**src/rtl/mcs4_bus_hub.sv**
```systemverilog
// -----------------------------------------------------------------------------
// mcs4_bus_hub
//
// Observes the shared 4-bit data bus of an MCS-4 style system. It merges the
// per-device drives into one bus and tracks the eight-subcycle instruction
// cycle from the CPU SYNC pulse. It captures {address, OPR, OPA} from each
// complete cycle into a first-word-fall-through trace FIFO. Protocol
// violations, multiple bus drivers and dropped trace entries are flagged.
//
// Parameters
//   N_DEV  number of devices driving the data bus (1..16)
//   DEPTH  trace FIFO entries (power of two, >= 2)
//
// Ports
//   clk          system clock
//   rst          synchronous active-high reset
//   clken_2      subcycle strobe; bus sampled / phase advanced only when 1
//   sync         CPU SYNC, asserted during X3
//   dev_dbus     packed device drives, device k at [4k+3:4k]
//   d_bus        combinational OR of all device drives
//   phase        current subcycle A1=0 .. X3=7 (0 while unlocked)
//   in_sync      tracker locked to the instruction cycle
//   trace_valid  FIFO head valid
//   trace_data   FIFO head {addr[11:0], opr[3:0], opa[3:0]}
//   trace_ready  consumer pop request
//   ovf_count    saturating count of dropped trace entries
//   sync_err     sticky SYNC protocol error
//   contention   sticky multi-driver error
//   err_clr      clears sync_err, contention and ovf_count
// -----------------------------------------------------------------------------
module mcs4_bus_hub #(
    parameter int N_DEV = 3,
    parameter int DEPTH = 8
) (
    input  logic               clk,
    input  logic               rst,
    input  logic               clken_2,
    input  logic               sync,
    input  logic [4*N_DEV-1:0] dev_dbus,
    output logic [3:0]         d_bus,
    output logic [2:0]         phase,
    output logic               in_sync,
    output logic               trace_valid,
    output logic [19:0]        trace_data,
    input  logic               trace_ready,
    output logic [7:0]         ovf_count,
    output logic               sync_err,
    output logic               contention,
    input  logic               err_clr
);

    localparam int AW = $clog2(DEPTH);
    localparam int CW = AW + 1;

    // Subcycle states share their encoding with the phase output.
    typedef enum logic [3:0] {
        ST_A1     = 4'd0,
        ST_A2     = 4'd1,
        ST_A3     = 4'd2,
        ST_M1     = 4'd3,
        ST_M2     = 4'd4,
        ST_X1     = 4'd5,
        ST_X2     = 4'd6,
        ST_X3     = 4'd7,
        ST_UNSYNC = 4'd8
    } state_t;

    state_t state_q, state_d;

    logic [3:0]  bus_or;
    logic        any_nz;
    logic        multi_drv;
    logic        seq_err;
    logic        abort;
    logic        cap_en;
    logic        push;

    logic [11:0] addr_q;
    logic [3:0]  opr_q;

    logic [19:0]   mem [DEPTH];
    logic [AW-1:0] wr_ptr;
    logic [AW-1:0] rd_ptr;
    logic [CW-1:0] count_q;
    logic          full;
    logic          pop;
    logic          push_ok;
    logic          drop;

    // ------------------------------------------------------------------
    // Wired-OR bus merge and multi-driver detection
    // ------------------------------------------------------------------
    // NOTE: every variable driven here gets a default before the loop so no
    // path leaves it unassigned, which would otherwise infer a latch.
    always_comb begin
        bus_or    = 4'h0;
        any_nz    = 1'b0;
        multi_drv = 1'b0;
        for (int k = 0; k < N_DEV; k++) begin
            if (dev_dbus[4*k +: 4] != 4'h0) begin
                multi_drv = multi_drv | any_nz;
                any_nz    = 1'b1;
            end
            bus_or = bus_or | dev_dbus[4*k +: 4];
        end
    end

    assign d_bus = bus_or;

    // ------------------------------------------------------------------
    // Subcycle tracker: state register
    // ------------------------------------------------------------------
    // NOTE: sequential state uses non-blocking assignments so every flop
    // samples the pre-edge values regardless of process ordering.
    always_ff @(posedge clk) begin
        if (rst) state_q <= ST_UNSYNC;
        else     state_q <= state_d;
    end

    // Next-state logic
    always_comb begin
        state_d = state_q;
        seq_err = 1'b0;
        abort   = 1'b0;
        if (clken_2) begin
            case (state_q)
                ST_UNSYNC: begin
                    if (sync) state_d = ST_A1;
                end
                ST_X3: begin
                    if (sync) begin
                        state_d = ST_A1;
                    end else begin
                        state_d = ST_UNSYNC;
                        seq_err = 1'b1;
                    end
                end
                default: begin
                    // SYNC anywhere before X3 means we lost alignment:
                    // resync and throw away the partial capture.
                    if (sync) begin
                        state_d = ST_A1;
                        seq_err = 1'b1;
                        abort   = 1'b1;
                    end else begin
                        state_d = state_t'(state_q + 4'd1);
                    end
                end
            endcase
        end
    end

    // Output logic
    always_comb begin
        in_sync = (state_q != ST_UNSYNC);
        phase   = in_sync ? state_q[2:0] : 3'd0;
        cap_en  = clken_2 && !sync && (state_q <= ST_M2);
        push    = clken_2 && !sync && (state_q == ST_M2);
    end

    // ------------------------------------------------------------------
    // Field capture
    // ------------------------------------------------------------------
    always_ff @(posedge clk) begin
        if (rst || abort) begin
            addr_q <= 12'h000;
            opr_q  <= 4'h0;
        end else if (cap_en) begin
            case (state_q)
                ST_A1:   addr_q[3:0]  <= bus_or;
                ST_A2:   addr_q[7:4]  <= bus_or;
                ST_A3:   addr_q[11:8] <= bus_or;
                ST_M1:   opr_q        <= bus_or;
                default: ;
            endcase
        end
    end

    // ------------------------------------------------------------------
    // Trace FIFO (first-word-fall-through)
    // ------------------------------------------------------------------
    assign full        = (count_q == CW'(DEPTH));
    assign trace_valid = (count_q != '0);
    assign pop         = trace_valid && trace_ready;
    // A pop in the same cycle frees the slot the push needs.
    assign push_ok     = push && (!full || pop);
    assign drop        = push && full && !pop;
    assign trace_data  = trace_valid ? mem[rd_ptr] : 20'h0;

    // NOTE: the storage array is not reset; the pointers and count are,
    // and trace_data is masked while empty, so stale words never escape.
    always_ff @(posedge clk) begin
        if (push_ok) mem[wr_ptr] <= {addr_q, opr_q, bus_or};
    end

    always_ff @(posedge clk) begin
        if (rst) begin
            wr_ptr  <= '0;
            rd_ptr  <= '0;
            count_q <= '0;
        end else begin
            if (push_ok) wr_ptr <= wr_ptr + AW'(1);
            if (pop)     rd_ptr <= rd_ptr + AW'(1);
            case ({push_ok, pop})
                2'b10:   count_q <= count_q + CW'(1);
                2'b01:   count_q <= count_q - CW'(1);
                default: count_q <= count_q;
            endcase
        end
    end

    // ------------------------------------------------------------------
    // Sticky error flags and overflow counter (a set beats err_clr)
    // ------------------------------------------------------------------
    always_ff @(posedge clk) begin
        if (rst) begin
            sync_err   <= 1'b0;
            contention <= 1'b0;
            ovf_count  <= 8'h00;
        end else begin
            if (seq_err)      sync_err <= 1'b1;
            else if (err_clr) sync_err <= 1'b0;

            if (clken_2 && in_sync && multi_drv) contention <= 1'b1;
            else if (err_clr)                    contention <= 1'b0;

            if (drop) begin
                if (err_clr)                 ovf_count <= 8'd1;
                else if (ovf_count != 8'hFF) ovf_count <= ovf_count + 8'd1;
            end else if (err_clr) begin
                ovf_count <= 8'h00;
            end
        end
    end

endmodule

```
**config.mk**
```make
export PLATFORM = sky130hd
export DESIGN_NAME = mcs4_bus_hub
export DESIGN_NICKNAME = d
export VERILOG_FILES = /design/src/rtl/mcs4_bus_hub.sv
export SDC_FILE = /design/constraint.sdc
export NUM_CORES = 1
export LEC_CHECK = 0
export ABC_AREA = 1
export CAP_MARGIN = 20
export CORE_MARGIN = 3
export CORE_UTILIZATION = 53
export DETAILED_ROUTE_END_ITERATION = 6
export PLACE_DENSITY = 0.76
export SYNTH_ARGS = -nofsm -noshare
export SYNTH_HDL_FRONTEND = slang
export SYNTH_SLANG_ARGS = --single-unit
export TNS_END_PERCENT = 10
```
**constraint.sdc**
```tcl
create_clock -name clk -period 3.46 [get_ports clk]
set_clock_uncertainty 0.1 [all_clocks]
set_input_delay 1.038 -clock clk [delete_from_list [all_inputs] [get_ports clk]]
set_output_delay 1.038 -clock clk [all_outputs]
set_load 0.02 [all_outputs]
```
* Yosys cells after proc, flatten, opt, wreduce, memory -nomap -nowiden
Memory sizes are Yosys's and may differ from the RTL's. A register that Yosys moved wholly into a read port is not among the register bits.
Index checks and enable logic that the tools add are counted.
** Cells by class
- Add/subtract/negate cells :: 6
- $mul :: 0
- Divide/modulo/power cells :: 0
- Order comparisons :: 1
- Equality and inequality tests :: 12
- Shifts and indexed selects :: 0
- Muxes and demuxes :: 28
- Bitwise gates (word level) :: 3
- Reductions and logical operators :: 31
** Operator list (count)
- 2-to-1 mux 8 bit :: 4
- 2-to-1 mux 20 bit :: 1
- case mux 4 bit (2 select lines) :: 2
- nonzero test 4 bit :: 4
- 2-to-1 mux 1 bit :: 14
- 2-to-1 mux 4 bit :: 3
- AND reduction 2 bit :: 6
- nonzero test 2 bit :: 5
- logical AND 1 bit :: 9
- 2-to-1 mux 3 bit :: 3
- adder 4 x 1 -> 4 bit (second input constant) :: 2
- adder 8 x 1 -> 8 bit (second input constant) :: 1
- equality test 4 x 2 -> 1 bit (second input constant) :: 2
- equality test 4 x 3 -> 1 bit (second input constant) :: 2
- equality test 4 bit (second input constant) :: 2
- != test 8 bit (second input constant) :: 1
- bitwise OR 4 bit :: 2
- adder 3 x 1 -> 3 bit (second input constant) :: 2
- equality test 4 x 1 -> 1 bit (second input constant) :: 1
- <= comparator 4 x 3 -> 1 bit (second input constant) :: 1
- zero test 4 bit :: 1
- != test 4 bit (second input constant) :: 1
- subtractor 4 x 1 -> 4 bit (second input constant) :: 1
- zero test 1 bit :: 3
- 7 further kinds :: 8
** Storage, ports and cells
- Bits in registers :: 40
- Bits in latches :: 0
- RAM bits :: 160
- Bits in read-only memories :: 0
- Input port bits :: 18
- Output and inout port bits :: 39
- Memories :: 1
** Memory list
- mem :: depth 8, width 20, rd ports 1, clocked after Yosys merged registers in 1, write ports 1, line 81 : logic [19:0] mem [DEPTH];

* Logic depth before layout (Yosys ltp)
Gate-level depths: netlist of run 1.
- Depth after elaboration :: 7
- Depth in mapped cells :: 12
- Depth with buffers taken out :: 12

* Worst setup path after synthesis of run 1
No wires, ideal clock.
- Path kind :: input to register
- From :: input sync
- To :: memory mem[7][0] (enable)
- Library setup time :: 0.422 ns
- Arrival :: 3.006 ns
- Data required time :: 2.938 ns
- Setup slack :: -0.068 ns
- Stages :: 7
- Path through :: inv_1 -> nand2_2 -> nor2_4 -> nand2_4 -> inv_1 -> nand2_1 -> nor3_1
** On the way
- Cells in the longest elaborated chain, start to end :: 6
** RTL lines
- start, declared :: line 38 : input logic sync,
- zero test 1 bit :: line 158 : push = clken_2 && !sync && (state_q == ST_M2);
- logical AND 1 bit (2 in a row) :: line 158
- logical AND 1 bit :: line 186 : assign push_ok = push && (!full || pop);
- 2-to-1 mux 1 bit :: line 193 : if (push_ok) mem[wr_ptr] <= {addr_q, opr_q, bus_or};
- 2-to-1 mux 1 bit (implied by the code) :: line 193
- end, declared :: line 81
No other way between the ends.

* Worst setup path after layout of run 1
- From :: register state_q[0]
- To :: output phase[1]
** On the way
- Cells in the longest elaborated chain, start to end :: 2
** RTL lines
- start, declared :: line 68 : state_t state_q, state_d;
- start signal, assigned :: line 117 : else state_q <= state_d;
- != test 4 bit :: line 155 : in_sync = (state_q != ST_UNSYNC);
- 2-to-1 mux 3 bit :: line 156 : phase = in_sync ? state_q[2:0] : 3'd0;
- end, declared :: line 41 : output logic [2:0] phase,
No other way between the ends.

==> metrics.md, run 1 <==
| Metric | Value |
|---|---|
| Run status | completed |
| Share of the cycle needed by the critical path after routing | a little over nine tenths |
| Worst flop-to-flop path endpoint | count_q[2]$_SDFFE_PP0P_ |
| Net switching component of the power | about 2300 uW |
| Vias | about 6100 |
| Weighted congestion reported at the end of routability-driven placement | 0.838 |
| Fraction of the yosys area taken by sequential cells | roughly two thirds |
| Number of logic stages on the critical path including buffering | 6 |
| End point of the critical path | phase[1] |
| Post-synthesis register bit count | slightly above 200 |
| Worst-Margin Slew | roughly 430 ps |
| Area of the mapped netlist | between 8000 and 9000 um2 |
| Standard-cell rows | 45 |
| Clk Tree Root Cell | sky130_fd_sc_hd__clkbuf_16 |
| Vias per cell | ~5.5 |
| Crit path launch type | register |
| Final net count | roughly 910 |
| Type of the tightest min-delay check | register to register |
| Maximum number of pins on one net before global-route repair | 57 |
| Vias in the first global route | around 5800 |
| Internal power of the cells | 4810 uW |
| Most used cells in the layout excluding fill and tap cells | 193 x sky130_fd_sc_hd__nor2_1, 160 x sky130_fd_sc_hd__edfxtp_1, 136 x sky130_fd_sc_hd__o21ai_0 |
| Hold Vio Cnt, Final | 0 |
| Worst IR drop on VDD | between 0.0003 and 0.0004 V |
| Power per unit of standard cell area | approximately 700 nW/um2 |
| CTS H-tree lvls | 1 |
| Number of antenna violations at the first check in global routing | 0 |
| Fraction of layout instances using a drive strength above 1 | 11.5% |
| Buffers and inverters on the worst path | 3 |
| Detailed-routing iteration count for the pre-antenna-repair pass | 5 |
| RSZ-0062 raised after global routing | false |
| DIE WIDTH | between 100 and 150 um |
| TritonCTS clock tree | built |
| Global Route Usage Sum | roughly 21% |
| Crit. End Element | output pin |
| Mean area per synthesized cell | roughly 10 um2 |
| R2R depth | 12 |
| Switching portion of total power | 32.7% |
| Overflow after GRT | 0 |
| CP max FO | 5 |
| Fraction of power consumed by sequential logic | about two fifths |
| Number of distinct standard cells referenced by the synthesized netlist | 30 |
| Clock Pin Slew Worst Setup and Hold Paths | ~60 ps |
| Worst EP required | approximately 2300 ps |
| Synthesis-to-finish area growth | 20.7% |
| Top-level port count | 57 |
| Antenna Cells | 0 |
| Total wirelength of the detailed-routed design | 19.0 mm |
| Total half-perimeter wirelength after legalization and detailed placement | between 10 and 15 mm |
| Count of synthesis-stage warnings from yosys | 0 |
| Count of input and output buffers | 56 |
| Leakage power | a little under 0.004 uW |
| Cell with the largest stage delay on the worst path | sky130_fd_sc_hd__clkdlybuf4s50_1 |
| Overall die area | about 17000 um2 |
| Arrival @ worst endpoint | 2170 ps |
| Die Y-Extent | ~130 um |
| Util after Layout | between 60 and 70% |
| Max Buffers Root-to-Sink | 3 |
| First-pass GRT wire length | 30.0 mm |
| Starting density of the core | a little over half |
| DRC violation count after routing | 0 |
| Post-placement cell area | 9470 um2 |
| Kind of cell with the highest combined delay on the critical path | buffers and inverters |
| Portion of total power attributed to combinational logic | between 30% and 40% |
| Time the final worst path needs with I/O delays and setup | ~3300 ps |
| Wirelength per Cell | roughly 17 um |
| Worst Setup Path Type | register to output pin |
| Clock insertion delay at the later pin of the skew report | between 400 and 500 ps |
| Worst reg-to-reg setup slack | 1000 ps |
| Hold Buf Count CTS | 0 |
| Number of nets produced by synthesis | ~830 |
| Sum of negative setup slack | 0 ps |
| Power share of the clock group | 31.4% |
| Initial DRC Count | roughly 620 |
| Number of clock sinks seen by CTS | between 200 and 250 |
| Summed area of non-filler cells in the final layout | between 10000 and 15000 um2 |
| Most common cell after layout, fill and taps aside | sky130_fd_sc_hd__nor2_1 |
| Maximum Capacitance Violations | 0 |
| Standard cell core area | ~15000 um2 |
| CTS buffer count | 20 |
| Setup violations, final | 0 |
| Reg-to-reg startpoint | count_q[1]$_SDFFE_PP0P_ |
| Worst rel slew slack | between 70% and 80% |
| Worst-path cell chain | inv_1 > ha_1 > nand3_2 > inv_2 > nor2_1 > clkdlybuf4s50_1 |
| Remaining antenna violation count | 0 |
| First element of the critical path | state_q[0]$_SDFFE_PP0P_ |
| Max-slew violation count | 0 |
| Biggest cell delay along the critical path | approximately 600 ps |
| Cells after Synth | about 800 |
| Fmax | about 0.3 GHz |
| Fillers | around 1100 |
[layout make-up]
type | instances | area [um2] | area share (%)
Inverter | 38 | 143 | 1.40
Multi-Input combinational cell | 529 | 2510 | 24.7
Timing Repair Buffer | 91 | 903 | 8.86
Clock buffer | 27 | 598 | 5.87
Tap cell | 211 | 264 | 2.59
Clock inverter | 9 | 98.8 | 0.970
Sequential cell | 203 | 5670 | 55.6
[stage by stage]
stage / setup slack [ps] / instances / total power (uW) / hold slack (ps)
floorplan: 408 / 806 / 4150 / 348
global placement: -115 / 1071 / 4980 / 349
detailed placement: -117 / 1071 / 5010 / 348
CTS: 1.24 / 1108 / 7200 / 362
global route: 34.3 / 1108 / 7540 / 393
finish: 154 / 1108 / 7160 / 364
[cells in the mapped netlist]
| cell | n | area, um2 |
|---|---|---|
| sky130_fd_sc_hd__nand4_1 | 3 | 18.8 |
| sky130_fd_sc_hd__o21ai_1 | 17 | 85.1 |
| sky130_fd_sc_hd__inv_1 | 33 | 124 |
| sky130_fd_sc_hd__and3_1 | 1 | 6.26 |
| sky130_fd_sc_hd__nor2_1 | 199 | 747 |
| sky130_fd_sc_hd__buf_6 | 1 | 11.3 |
| sky130_fd_sc_hd__ha_1 | 10 | 125 |
| sky130_fd_sc_hd__or2_4 | 1 | 8.76 |
| sky130_fd_sc_hd__nand2_2 | 2 | 12.5 |
| sky130_fd_sc_hd__edfxtp_1 | 160 | 4800 |
| sky130_fd_sc_hd__nand3_1 | 14 | 70.1 |
| sky130_fd_sc_hd__o21ai_0 | 136 | 681 |
| sky130_fd_sc_hd__nor2_2 | 1 | 6.26 |
| sky130_fd_sc_hd__nand2_4 | 2 | 22.5 |
| sky130_fd_sc_hd__nor3_2 | 1 | 10.0 |
| sky130_fd_sc_hd__nor4_1 | 1 | 6.26 |
| sky130_fd_sc_hd__xor2_1 | 3 | 26.3 |
| sky130_fd_sc_hd__nor2_4 | 3 | 33.8 |
| sky130_fd_sc_hd__o211ai_1 | 2 | 15.0 |
| sky130_fd_sc_hd__xnor2_1 | 1 | 8.76 |
| sky130_fd_sc_hd__nand3_2 | 7 | 70.1 |
| sky130_fd_sc_hd__buf_2 | 11 | 55.1 |
| sky130_fd_sc_hd__clkbuf_1 | 24 | 90.1 |
| sky130_fd_sc_hd__a31oi_1 | 1 | 6.26 |
| sky130_fd_sc_hd__nand2_1 | 85 | 319 |
| sky130_fd_sc_hd__a21oi_1 | 34 | 170 |
| sky130_fd_sc_hd__a21oi_2 | 2 | 17.5 |
| sky130_fd_sc_hd__nor3_1 | 3 | 15.0 |
| sky130_fd_sc_hd__dfxtp_1 | 43 | 861 |
| sky130_fd_sc_hd__inv_2 | 5 | 18.8 |
[routing by layer]
| layer | up-vias | track usage, % | routed length, um |
|---|---|---|---|
| met5 | - | 0 | 0 |
| met4 | 0 | 7.68 | 572 |
| met3 | 46 | 3.32 | 1200 |
| met2 | 227 | 35.5 | 9150 |
| met1 | 2900 | 29.2 | 8040 |
| li1 | 2932 | - | - |
[worst reg2reg max path, delay by kind of cell (launching register included)]
family / cells / cell delay [ps]
AOI/OAI and AO/OA: 2 / 190
xor gates and xnor gates: 2 / 360
adders and majority gates: 2 / 440
buffers and inverters: 3 / 560
DFF: 1 / 390
and+or+nand+nor: 3 / 320
[power by group through the flow]
| stage | clock network [uW] | logic [uW] | registers [uW] |
|---|---|---|---|
| CTS | 2260 | 2210 | 2730 |
| floorplan | 0 | 1420 | 2730 |
| global placement | 0 | 2180 | 2800 |
| finish | 2250 | 2180 | 2730 |
| detailed placement | 0 | 2210 | 2800 |
| global route | 2370 | 2430 | 2740 |
[repair_timing]
| action | 4_1_cts | 5_1_grt |
|---|---|---|
| setup buffers | 1 | 0 |
| hold endpoints to repair | 0 | 0 |
| gates resized for setup | 14 | 13 |
| pin swaps | 0 | 0 |
| endpoints found under the setup margin | 24 | 12 |
[kinds of logic after synthesis]
kind of cell / Yosys count / synth area share [%]
flip-flops: 203 / 67.1
adder cells (fa/ha/maj): 10 / 1.48
AO/OA/AOI/OAI: 192 / 11.5
buffers and inverters: 74 / 3.54
AND/OR/NAND/NOR: 323 / 15.9
XOR/XNOR: 4 / 0.415
[registers in the layout, summed over array words and instances (netlist names), named ones only]
name,count
addr_q,12
contention,1
count_q,4
mem,160
opr_q,4
ovf_count,8
rd_ptr,3
state_q,4
sync_err,1
wr_ptr,3
[how the worst min path moves through the flow]
stage                     slack (ps)                 endpoint  depth (start not counted)                     from
after floorplan                  350                 register                          1   rd_ptr[0]$_SDFFE_PP0P_
after global placement           350  contention$_SDFFE_PP0P_                          2  contention$_SDFFE_PP0P_
after detailed placement         350  contention$_SDFFE_PP0P_                          2  contention$_SDFFE_PP0P_
after CTS                        360  contention$_SDFFE_PP0P_                          2  contention$_SDFFE_PP0P_
after global routing             390  contention$_SDFFE_PP0P_                          2  contention$_SDFFE_PP0P_
final                            360  contention$_SDFFE_PP0P_                          2  contention$_SDFFE_PP0P_
(Power assumes the default switching activity.)
==> run 2, diff against run 1 <==
--- a/config.mk
+++ b/config.mk
@@ -7,10 +7,11 @@
 export LEC_CHECK = 0
 export ABC_AREA = 1
 export CAP_MARGIN = 20
-export CORE_MARGIN = 3
-export CORE_UTILIZATION = 53
+export CELL_PAD_IN_SITES_DETAIL_PLACEMENT = 0
+export CELL_PAD_IN_SITES_GLOBAL_PLACEMENT = 1
+export CORE_UTILIZATION = 40
 export DETAILED_ROUTE_END_ITERATION = 6
-export PLACE_DENSITY = 0.76
+export PLACE_DENSITY = 0.72
 export SYNTH_ARGS = -nofsm -noshare
 export SYNTH_HDL_FRONTEND = slang
 export SYNTH_SLANG_ARGS = --single-unit
==> metrics.md, run 2 (synthesis results as in run 1) <==
| Metric | Value |
|---|---|
| Run status | completed (unchanged) |
| Vias | 5884 (was 6105) |
| RSZ-0062 raised after global routing | false (unchanged) |
| Total half-perimeter wirelength after legalization and detailed placement | 12.2 mm (was 11.6 mm) |
| Overall die area | 21700 um2 (was 17500 um2) |
| TritonCTS clock tree | built (unchanged) |
| Register with the most flip-flops | mem (unchanged) |
| Total wirelength of the detailed-routed design | 19.5 mm (was 19.0 mm) |
| Fillers | 1827 (was 1131) |
| Max reg flops | 160 (unchanged) |
| Max-slew violation count | 0 (unchanged) |
| Maximum number of pins on one net before global-route repair | 57 (unchanged) |
| Util after Layout | 50.7% (was 66.3%) |
| Wirelength per Cell | 16.7 um (was 17.1 um) |
| Crit. End Element | output pin (unchanged) |
| Number of antenna violations at the first check in global routing | 0 (unchanged) |
| Synthesis-to-finish area growth | 23.0% (was 20.7%) |
| Hold Vio Cnt, Final | 0 (unchanged) |
| Antenna Cells | 0 (unchanged) |
| Remaining antenna violation count | 0 (unchanged) |
| Time the final worst path needs with I/O delays and setup | 3320 ps (was 3310 ps) |
| DRC violation count after routing | 0 (unchanged) |
| Leakage power | 0.00390 uW (was 0.00391 uW) |
| Maximum Capacitance Violations | 0 (unchanged) |
| CTS buffer count | 22 (was 20) |
| Number of clock sinks seen by CTS | 203 (unchanged) |
| Top-level port count | 57 (unchanged) |
| Die Y-Extent | 147 um (was 132 um) |
| Met3 Use GR | 2.55% (was 3.32%) |
| Crit path launch type | input port (was register) |
| Vias in the first global route | 5695 (was 5817) |
| Count of input and output buffers | 56 (unchanged) |
| Global routing's busiest layer | met2 (unchanged) |
| Largest registers | mem: 160 flops, addr_q: 12 flops, ovf_count: 8 flops (unchanged) |
| Worst-Margin Slew | 415 ps (was 429 ps) |
| Vias per cell | 5.02 (was 5.51) |
| Standard cell core area | 20500 um2 (was 15400 um2) |
| Weighted congestion reported at the end of routability-driven placement | 0.814 (was 0.838) |
| Fmax | 0.301 GHz (was 0.302 GHz) |
| Final net count | 914 (was 911) |
| CP max FO | 2 (was 5) |
| Starting density of the core | 41.2% (was 54.9%) |
| Arrival @ worst endpoint | 2180 ps (was 2170 ps) |
| Most common cell after layout, fill and taps aside | sky130_fd_sc_hd__nor2_1 (unchanged) |
| Fraction of layout instances using a drive strength above 1 | 11.2% (was 11.5%) |
| Max Buffers Root-to-Sink | 3 (unchanged) |
| GRT met1 Usage | 24.1% (was 29.2%) |
| Overall power | 7280 uW (was 7160 uW) |
| DIE WIDTH | 147 um (was 132 um) |
| Setup violations, final | 0 (unchanged) |
| Initial DRC Count | 353 (was 618) |
| Type of the tightest min-delay check | register to register (unchanged) |
| Clk Tree Root Cell | sky130_fd_sc_hd__clkbuf_16 (unchanged) |
| Worst Setup Path Type | input port to output pin (was register to output pin) |
| Met2 GRT Util | 32.2% (was 35.5%) |
| Clock Pin Slew Worst Setup and Hold Paths | 60 ps (about the same) |
| Clock insertion delay at the later pin of the skew report | 500 ps (was 480 ps) |
| Power per unit of standard cell area | 701 nW/um2 (was 702 nW/um2) |
| Overflow after GRT | 0 (unchanged) |
| Standard-cell rows | 52 (was 45) |
| Global Route Usage Sum | 18.4% (was 21.5%) |
| Worst EP required | 2320 ps (about the same) |
| Sum of negative setup slack | 0 ps (unchanged) |
| CTS H-tree lvls | 1 (unchanged) |
| Share of the cycle needed by the critical path after routing | 96.0% (was 95.6%) |
| Hold Buf Count CTS | 0 (unchanged) |
| First-pass GRT wire length | 30.7 mm (was 30.0 mm) |
| Detailed-routing iteration count for the pre-antenna-repair pass | 4 (was 5) |
| Worst IR drop on VDD | 0.000313 V (was 0.000334 V) |
| Most used cells in the layout excluding fill and tap cells | 193 x sky130_fd_sc_hd__nor2_1, 160 x sky130_fd_sc_hd__edfxtp_1, 135 x sky130_fd_sc_hd__o21ai_0 (was 193 x sky130_fd_sc_hd__nor2_1, 160 x sky130_fd_sc_hd__edfxtp_1, 136 x sky130_fd_sc_hd__o21ai_0) |
| Worst rel slew slack | 72.2% (was 71.4%) |
-- run 2: final timing paths --
path	startpoint	to	slack [ps]	cells past startpoint
max reg2reg	state_q[0]$_SDFFE_PP0P_	count_q[2]$_SDFFE_PP0P_	1070	12
min reg2reg	contention$_SDFFE_PP0P_	contention$_SDFFE_PP0P_	370	2
min	contention$_SDFFE_PP0P_	contention$_SDFFE_PP0P_	370	2
max	dev_dbus[4]	d_bus[0]	140	4
-- run 2: what timing repair did --
item	in CTS	in global routing
setup buffers	1	0
gates resized for setup	24	7
setup endpoints to repair	24	7
-- run 2: metal layers --
metal | part of all wire [%] | vias up
met5 | 0 | -
met4 | 1.5 | 0
met3 | 4.5 | 26
met2 | 50 | 120
met1 | 44 | 2801
li1 | - | 2937
-- run 2: final cells by class --
cell class / count / area (um2) / share of cell area [%]
clock buffer: 26 / 566 / 5.44
clock inverter: 13 / 173 / 1.66
inverter: 38 / 143 / 1.37
multi-input combinational: 529 / 2510 / 24.2
sequential: 203 / 5670 / 54.6
tap: 270 / 338 / 3.25
timing repair buffer: 92 / 982 / 9.46
-- run 2: worst max-delay path, cell delays in order --
cell and delay [ps]:
sky130_fd_sc_hd__clkdlybuf4s50_1 470, sky130_fd_sc_hd__nor2_1 50, sky130_fd_sc_hd__nand2_1 230, sky130_fd_sc_hd__dlygate4sd2_1 380
-- run 2: through the flow --
| step | cells | worst slack (ps) | cell area, um2 | hold WS, ps |
|---|---|---|---|---|
| finish | 1171 | 140 | 10400 | 367 |
| global route | 1171 | 36.4 | 10400 | 375 |
| CTS | 1171 | -38.2 | 10400 | 362 |
| detailed placement | 1131 | -153 | 9640 | 349 |
| global placement | 1131 | -157 | 9640 | 351 |
| floorplan | 806 | 408 | 8450 | 348 |
-- run 2: where the power goes --
part | switching, uW | internal, uW | leakage, uW
registers | 92.1 | 2660 | 0.00185
logic | 1360 | 809 | 0.00169
clock network | 902 | 1470 | 0.000364
total | 2350 | 4930 | 0.00390
==> run 3, diff against run 2 <==
--- a/config.mk
+++ b/config.mk
@@ -9,9 +9,9 @@
 export CAP_MARGIN = 20
 export CELL_PAD_IN_SITES_DETAIL_PLACEMENT = 0
 export CELL_PAD_IN_SITES_GLOBAL_PLACEMENT = 1
-export CORE_UTILIZATION = 40
+export CORE_UTILIZATION = 30
 export DETAILED_ROUTE_END_ITERATION = 6
-export PLACE_DENSITY = 0.72
+export PLACE_DENSITY = 0.57
 export SYNTH_ARGS = -nofsm -noshare
 export SYNTH_HDL_FRONTEND = slang
 export SYNTH_SLANG_ARGS = --single-unit
==> metrics.md, run 3 (synthesis results as in run 1) <==
| Metric | Value |
|---|---|
| Run status | completed (unchanged) |
| Hold Buf Count CTS | 0 (unchanged) |
| CTS buffer count | 22 (unchanged) |
| Most common cell after layout, fill and taps aside | sky130_fd_sc_hd__nor2_1 (unchanged) |
| Register with the most flip-flops | mem (unchanged) |
| Setup violations, final | 0 (unchanged) |
| Power per unit of standard cell area | 685 nW/um2 (was 701 nW/um2) |
| Worst rel slew slack | 64.0% (was 72.2%) |
| Fmax | 0.301 GHz (about the same) |
| Worst slack on hold paths | 362 ps (was 367 ps) |
| Max Buffers Root-to-Sink | 3 (unchanged) |
| Weighted congestion reported at the end of routability-driven placement | 0.757 (was 0.814) |
| Pre-CTS setup slack | -205 ps (was -153 ps) |
| Top layer used by detailed routing | met4 (unchanged) |
| Final net count | 909 (was 914) |
| Leakage power | 0.00385 uW (was 0.00390 uW) |
| Largest registers | mem: 160 flops, addr_q: 12 flops, ovf_count: 8 flops (unchanged) |
| Global Route Usage Sum | 15.0% (was 18.4%) |
| Clock insertion delay at the later pin of the skew report | 490 ps (was 500 ps) |
| Power share of the clock group | 30.8% (was 32.5%) |
| Type of the tightest min-delay check | register to register (unchanged) |
| Clk Tree Root Cell | sky130_fd_sc_hd__clkbuf_16 (unchanged) |
| Vias in the first global route | 5687 (was 5695) |
| Remaining antenna violation count | 0 (unchanged) |
| Maximum Capacitance Violations | 0 (unchanged) |
| DRC violation count after routing | 0 (unchanged) |
| Total met3 wirelength after detailed routing | 666 um (was 869 um) |
| Detailed-routing iteration count for the pre-antenna-repair pass | 4 (unchanged) |
| Share of the cycle needed by the critical path after routing | 95.9% (was 96.0%) |
| Count of input and output buffers | 56 (unchanged) |
| Sum of routed wire segments on met1 | 9.72 mm (was 8.67 mm) |
| CTS H-tree lvls | 1 (unchanged) |
| Summed area of non-filler cells in the final layout | 10500 um2 (was 10400 um2) |
| Crit. End Element | output pin (unchanged) |
| Crit path launch type | input port (unchanged) |
| Number of clock sinks seen by CTS | 203 (unchanged) |
| First-pass GRT wire length | 32.8 mm (was 30.7 mm) |
| Worst EP required | 2320 ps (about the same) |
| Time the final worst path needs with I/O delays and setup | 3320 ps (about the same) |
| Worst Setup Path Type | input port to output pin (unchanged) |
| Post-placement cell area | 9780 um2 (was 9640 um2) |
| RSZ-0062 raised after global routing | false (unchanged) |
| Clock Pin Slew Worst Setup and Hold Paths | 60 ps (about the same) |
| CP max FO | 2 (unchanged) |
| Top-level port count | 57 (unchanged) |
| Antenna Cells | 0 (unchanged) |
| Max reg flops | 160 (unchanged) |
| Worst setup margin | 141 ps (was 140 ps) |
| Worst hold stages | 2 (unchanged) |
| Wirelength per Cell | 16.6 um (was 16.7 um) |
| Most used cells in the layout excluding fill and tap cells | 192 x sky130_fd_sc_hd__nor2_1, 160 x sky130_fd_sc_hd__edfxtp_1, 136 x sky130_fd_sc_hd__o21ai_0 (was 193 x sky130_fd_sc_hd__nor2_1, 160 x sky130_fd_sc_hd__edfxtp_1, 135 x sky130_fd_sc_hd__o21ai_0) |
| Postcts setup bufs | 0 (was 1) |
| Starting density of the core | 30.5% (was 41.2%) |
| Overall die area | 28800 um2 (was 21700 um2) |
| R2R depth | 12 (unchanged) |
| TritonCTS clock tree | built (unchanged) |
| Total wirelength of the detailed-routed design | 21.2 mm (was 19.5 mm) |
| Number of antenna violations at the first check in global routing | 0 (unchanged) |
| Worst-Margin Slew | 539 ps (was 415 ps) |
| Vias per cell | 4.55 (was 5.02) |
| Net switching component of the power | 2380 uW (was 2350 uW) |
| DIE WIDTH | 170 um (was 147 um) |
| Standard cell core area | 27700 um2 (was 20500 um2) |
| Number of gates resized after CTS | 18 (was 24) |
| Switching portion of total power | 33.2% (was 32.3%) |
| Fillers | 2705 (was 1827) |
| Worst IR drop on VDD | 0.000405 V (was 0.000313 V) |
| Fraction of power consumed by sequential logic | 37.8% (about the same) |
| Max-slew violation count | 0 (unchanged) |
| Vias | 5797 (was 5884) |
| Die Y-Extent | 170 um (was 147 um) |
| Maximum number of pins on one net before global-route repair | 64 (was 57) |
| Arrival @ worst endpoint | 2180 ps (about the same) |
| Internal power of the cells | 4790 uW (was 4930 uW) |
| Overflow after GRT | 0 (unchanged) |
| Portion of total power attributed to combinational logic | 31.4% (was 29.7%) |
| Initial DRC Count | 285 (was 353) |
| Standard-cell rows | 61 (was 52) |
| Wire length on met2 | 10.2 mm (was 9.67 mm) |
| Total half-perimeter wirelength after legalization and detailed placement | 13.1 mm (was 12.2 mm) |
| Hold Vio Cnt, Final | 0 (unchanged) |
| Synthesis-to-finish area growth | 23.8% (was 23.0%) |
| Fraction of layout instances using a drive strength above 1 | 10.6% (was 11.2%) |
## run 3: changes by cell type in the layout (fill, tap and decap cells not counted), sizes merged
| cell | before | now |
|---|---|---|
| dlymetal6s2s | 7 | 8 |
| bufinv | 4 | 1 |
| dlygate4sd2 | 19 | 17 |
| clkbuf | 26 | 34 |
| buf | 36 | 32 |
| clkinv | 9 | 3 |
| clkinvlp | 0 | 1 |
## run 3: area by class of cell
type	count	area, um2	share of cell area [%]
clock buffers	34	627	5.99
clock inverters	5	51.3	0.491
inverters	38	143	1.36
multi-input cells	529	2520	24.1
flip-flops and latches	203	5670	54.2
well taps	378	473	4.52
repair buffers	87	977	9.34
## run 3: per-stage QoR
stage / power, uW / utilization [%] / setup TNS [ps] / std cells
6_report: 7160 / 37.7 / 0 / 1274
3_3_place_gp: 5170 / 35.3 / -360 / 1235
3_5_place_dp: 5170 / 35.3 / -356 / 1235
2_1_floorplan: 4150 / - / 0 / 806
4_1_cts: 7290 / 37.7 / 0 / 1274
5_1_grt: 7610 / 37.7 / 0 / 1274
## run 3: final timing paths
| kind | endpoint | slack [ps] | from |
|---|---|---|---|
| setup / recovery | d_bus[2] | 140 | dev_dbus[6] |
| hold / removal | contention$_SDFFE_PP0P_ | 360 | contention$_SDFFE_PP0P_ |
| setup reg to reg | count_q[2]$_SDFFE_PP0P_ | 1020 | state_q[0]$_SDFFE_PP0P_ |
| hold reg to reg | contention$_SDFFE_PP0P_ | 360 | contention$_SDFFE_PP0P_ |
## run 3: power groups by stage
stage | Sequential, uW | Clock, uW | Combinational, uW
after global routing | 2720 | 2360 | 2540
after detailed placement | 2760 | 0 | 2410
final | 2710 | 2210 | 2250
after floorplan | 2730 | 0 | 1420
after CTS | 2710 | 2270 | 2310
after global placement | 2760 | 0 | 2400
## run 3: layer usage
| metal | vias up | GRT usage (%) |
|---|---|---|
| met5 | - | 0 |
| met4 | 0 | 4.90 |
| met3 | 26 | 1.91 |
| met2 | 86 | 25.4 |
| met1 | 2753 | 20.0 |
| li1 | 2932 | - |
## run 3: worst max-delay path, stage by stage
cell	delay [ps]
sky130_fd_sc_hd__clkdlybuf4s50_1	420
sky130_fd_sc_hd__nor2_1	160
sky130_fd_sc_hd__nand2_1	70
sky130_fd_sc_hd__buf_4	170
sky130_fd_sc_hd__dlygate4sd2_1	320
